## config.mk

```make
export PLATFORM = sky130hd
export DESIGN_NAME = input_unpack_seq
export DESIGN_NICKNAME = d
export VERILOG_FILES = /design/src/rtl/input_unpack_seq.sv
export SDC_FILE = /design/constraint.sdc
export NUM_CORES = 1
export LEC_CHECK = 0
export BUFFER_PORTS_ARGS = -buffer_cell sky130_fd_sc_hd__buf_4
export CORE_MARGIN = 2
export CORE_UTILIZATION = 57
export CTS_CLUSTER_DIAMETER = 50
export CTS_CLUSTER_SIZE = 20
export DETAILED_ROUTE_END_ITERATION = 7
export PLACE_DENSITY = 0.83
export SKIP_LAST_GASP = 1
export SLEW_MARGIN = 30
export SYNTH_ARGS = -nofsm -noshare
export SYNTH_HDL_FRONTEND = slang
export SYNTH_SLANG_ARGS = --single-unit
export TNS_END_PERCENT = 100
```

## constraint.sdc

```tcl
create_clock -name clk -period 4.4 [get_ports clk]
set_clock_uncertainty 0.15 [all_clocks]
set_input_delay 0.44 -clock clk [delete_from_list [all_inputs] [get_ports clk]]
set_output_delay 0.44 -clock clk [all_outputs]
set_load 0.01 [all_outputs]
```

## src/rtl/input_unpack_seq.sv

```systemverilog
// Handshaked activation unpacker: one DATA_W word in, 1/2/4 (or 8) lane-ordered beats out.
// Build option UNPACK_1BIT_EN turns mode 11 into a legal 1-bit mode with 8 beats.
module input_unpack_seq #(
  parameter int DATA_W = 32
) (
  input  logic              clk,
  input  logic              reset,
  input  logic [1:0]        weight_bitwidth,
  input  logic              in_valid,
  output logic              in_ready,
  input  logic [DATA_W-1:0] in_data,
  output logic              out_valid,
  input  logic              out_ready,
  output logic [DATA_W-1:0] sorted_data,
  output logic              out_last,
  output logic [2:0]        out_beat,
  output logic              err
);

  localparam int LANES = DATA_W / 8;

  typedef enum logic [1:0] {
    MODE_8B = 2'b00,
    MODE_4B = 2'b01,
    MODE_2B = 2'b10,
    MODE_1B = 2'b11
  } mode_t;

  logic [DATA_W-1:0] word_q;
  logic [1:0]        mode_q;
  logic              accept;
  logic              advance;
  logic              finish;
  logic [2:0]        nxt_beat;

  // Index of the final beat for a given mode.
  function automatic logic [2:0] last_idx(input logic [1:0] m);
    logic [2:0] r;
    r = 3'd0;
    case (mode_t'(m))
      MODE_8B: r = 3'd0;
      MODE_4B: r = 3'd1;
      MODE_2B: r = 3'd3;
      default: begin
`ifdef UNPACK_1BIT_EN
        r = 3'd7;
`else
        r = 3'd0;
`endif
      end
    endcase
    return r;
  endfunction

  function automatic logic mode_illegal(input logic [1:0] m);
`ifdef UNPACK_1BIT_EN
    return 1'b0;
`else
    return (m == 2'b11);
`endif
  endfunction

  // Build beat k of word w: pick the slice for that beat and replicate each
  // weight-width field across its 8-bit fusion lane.
  function automatic logic [DATA_W-1:0] unpack_beat(
    input logic [DATA_W-1:0] w,
    input logic [1:0]        m,
    input logic [2:0]        k
  );
    logic [DATA_W-1:0] r;
    logic [DATA_W-1:0] sh;
    logic [7:0]        b;
    r  = '0;
    sh = '0;
    b  = '0;
    case (mode_t'(m))
      MODE_8B: r = w;
      MODE_4B: begin
        sh = w >> (int'(k[0]) * (DATA_W / 2));
        for (int j = 0; j < LANES / 2; j++) begin
          b = sh[8*j +: 8];
          r[16*j +: 16] = {{2{b[7:6]}}, {2{b[3:2]}}, {2{b[5:4]}}, {2{b[1:0]}}};
        end
      end
      MODE_2B: begin
        sh = w >> (int'(k[1:0]) * (DATA_W / 4));
        for (int i = 0; i < LANES; i++) begin
          r[8*i +: 8] = {4{sh[2*i +: 2]}};
        end
      end
      default: begin
`ifdef UNPACK_1BIT_EN
        sh = w >> (int'(k) * (DATA_W / 8));
        for (int i = 0; i < LANES; i++) begin
          r[8*i +: 8] = {8{sh[i]}};
        end
`else
        r = '0;
`endif
      end
    endcase
    return r;
  endfunction

  // Ready when idle or when the final beat leaves this cycle, so words stream without a bubble.
  assign in_ready = !out_valid || (out_ready && out_last);
  assign accept   = in_valid && in_ready;
  assign advance  = out_valid && out_ready && !out_last;
  assign finish   = out_valid && out_ready && out_last;
  assign nxt_beat = out_beat + 3'd1;

  always_ff @(posedge clk or negedge reset) begin
    if (!reset) begin
      word_q      <= '0;
      mode_q      <= 2'b00;
      out_valid   <= 1'b0;
      sorted_data <= '0;
      out_last    <= 1'b0;
      out_beat    <= 3'd0;
      err         <= 1'b0;
    end else begin
      if (accept) begin
        word_q      <= in_data;
        mode_q      <= weight_bitwidth;
        out_valid   <= 1'b1;
        sorted_data <= unpack_beat(in_data, weight_bitwidth, 3'd0);
        out_beat    <= 3'd0;
        out_last    <= (last_idx(weight_bitwidth) == 3'd0);
        if (mode_illegal(weight_bitwidth)) begin
          err <= 1'b1;
        end
      end else if (advance) begin
        out_beat    <= nxt_beat;
        sorted_data <= unpack_beat(word_q, mode_q, nxt_beat);
        out_last    <= (nxt_beat == last_idx(mode_q));
      end else if (finish) begin
        out_valid <= 1'b0;
      end
    end
  end

endmodule
```

==> results.cfg <==
[status]
run_status = completed

[clocking]
cts_hold_repair.buffers = 0
ctsRootBufferMaster = sky130_fd_sc_hd__clkbuf_8
clk-insertion-delay-late_ps = 360
clkTransAtPathRegs_ps = 70
cts_buffers = 9
tritoncts = done
cts.repair.resized = 0
cts_num_sinks = 72
clockBufferDepth = 2
postCtsSetupBuffers = 0
htreeDepth = 3

[grt]
first_global_vias = 3731
pin_count_of_the_biggest_net_entering_global_routing = 73
grt_antenna_before_repair = 0
grt_pass1_wl_um = 18370
grtUsageTotal_pct = 30.17
overflow_after_grt = 0

[final_layout]
synthToLayoutAreaGrowth_pct = 19.29
drive_gt1_share_pct = 31.55
final_net_count = 527
antenna_cells_inserted = 0
design_area_um2 = 4960
commonest_non_fill_non_tap_cells_in_the_layout = 94 x sky130_fd_sc_hd__nand2_1, 79 x sky130_fd_sc_hd__buf_4, 72 x sky130_fd_sc_hd__dfrtp_1
layoutNonFillerInstCount = 584
mostFrequentLayoutCell = sky130_fd_sc_hd__nand2_1
final_util_pct = 69.12
fill_cells = 562

[timing]
final.setup.worst_slack_ps = 1958
final_min_period_over_clock_period_pct = 55.50
timing_worst_slew_pin_value_ps = 997.4
setup_viol = 0
finalHoldWorstSlack_ps = 177.8
timing_max_transition_violations_final = 0
slew_headroom_pct = 33.43
finalHoldViolations = 0
grt_setup_unrepaired = false
fin_crit_ps = 2442
max_freq_ghz = 0.4095
finalSetupTns_ps = 0

[critical_path]
critical_path_peak_fanout = 25
crit_chain = a21boi_2 -> inv_1 -> and2_1 -> buf_4 -> mux2_2
start_kind = flop
worst_r2r_path_depth = 5
crit_arrival_ps = 2530
timing.reg2reg.setup_slack_ps = 1960
critical_path.top_delay_family = buffers and inverters
endpoint_kind = flop
worst_path_required_ps = 4480
worst_path_largest_cell_delay_ps = 570
path_class = reg -> reg
timing.critical_path.buf_inv = 2
count_of_cell_instances_traversed_by_the_critical_path = 5
critical_path.slowest_cell = sky130_fd_sc_hd__and2_1

[synth]
async_reset_ff_share_pct = 100.0
synth_area_um2 = 4158
ys_warn_count = 0
ys_seq_elements = 72
netlist-cell-type-count = 39
synth_cells = 417
synth-edff-count = 0
synth.avg_cell_area_um2 = 9.971
synth-main-ff-cell = sky130_fd_sc_hd__dfrtp_1
ys_seq_area_share_pct = 43.33
net_count_of_the_mapped_netlist = 464

[floorplanning]
die_height_um = 89.41
die_area_um2 = 7993
core-area_um2 = 7176
core.rowCount = 31
starting_density_pct = 57.94
die_w_um = 89.41
boundaryPins = 77

[routing]
detail_route.wl_per_cell_um = 19.81
drc = 0
viasPerCell = 6.435
drt_pass1_iterations = 5
routed_wire_length_um = 11570
dr_total_vias = 3758
antenna_violating_nets_post_route = 0
dr.first_iter.drc_count = 339

[power]
power.static_leakage_nw = 2.248
power.ir.vdd_worst_mv = 0.3664
post-layout-total-power_mw = 3.283
power.density_nw_per_um2 = 661.8

[hold_path]
hold_path.class = in -> reg
timing.hold.worst_path_depth = 2

[placed_design]
placedInstanceArea_um2 = 4757
dp.cells = 566
post-place-ws_ps = 1718
finalWeightedCongestion = 0.8484
post-dp-hpwl_um = 7814
io_buffers = 76

[run]
max-cap-violations = 0
state kept, by name (all words and copies together) (netlist names):
name / flops
sorted_data: 32
word_q: 32
out_beat: 3
mode_q: 2
err: 1
out_last: 1
out_valid: 1
synth_stat cells, drive strengths merged, types with 4 or more instances:
| master | count | area, um^2 |
|---|---|---|
| inv | 5 | 18.77 |
| nand2b | 4 | 25.02 |
| a211oi | 15 | 112.6 |
| ha | 9 | 112.6 |
| dfrtp | 72 | 1802 |
| a31oi | 24 | 150.1 |
| mux2 | 50 | 566.8 |
| a221o | 23 | 230.2 |
| nor2 | 13 | 48.80 |
| nand2 | 94 | 352.8 |
| o22a | 5 | 43.79 |
| clkbuf | 17 | 63.81 |
| a22oi | 19 | 142.6 |
| mux2i | 15 | 150.1 |
| buf | 13 | 72.57 |
| a21oi | 9 | 45.04 |
power breakdown:
part           internal (mW)  switching [mW]  total, mW
Clock                  0.249           0.248      0.496
Combinational          0.783           0.785       1.57
Sequential             0.948           0.271       1.22
metal layers:
| metal | vias up | track usage [%] | routed length [um] |
|---|---|---|---|
| li1 | 1677 | - | - |
| met4 | 0 | 11.94 | 249 |
| met1 | 1843 | 40.52 | 4891 |
| met3 | 30 | 5.817 | 968 |
| met5 | - | 0 | 0 |
| met2 | 208 | 48.35 | 5459 |
kinds of logic (layout without fill, tap and decap cells):
family	after synthesis	in the layout	synth area share [%]
xor gates and xnor gates	4	4	0.8428
muxes	65	65	17.24
DFF	72	72	43.33
AOI/OAI and AO/OA	110	110	20.22
adders and majority gates	9	9	2.708
buffers and inverters	35	103	3.732
and+or+nand+nor	122	122	11.92
layout make-up:
cell class                      instances  area (um^2)  share of cell area [%]
Multi-Input combinational cell        310         2212                   44.60
Sequential cell                        72         1802                   36.33
Timing Repair Buffer                   82        619.3                   12.49
Clock buffer                           13        168.9                   3.406
Tap cell                               99        123.9                   2.497
Inverter                                5        18.77                  0.3784
Clock inverter                          3        15.01                  0.3027
worst paths after layout:
kind                                  start              end
worst max-delay path              out_valid       word_q[11]
worst min-delay path            in_data[22]       word_q[22]
min in group asynchronous             reset   sorted_data[1]
worst min register to register          err              err
max in group asynchronous             reset  sorted_data[31]
worst max register to register    out_valid       word_q[11]
(Power assumes the default switching activity.)
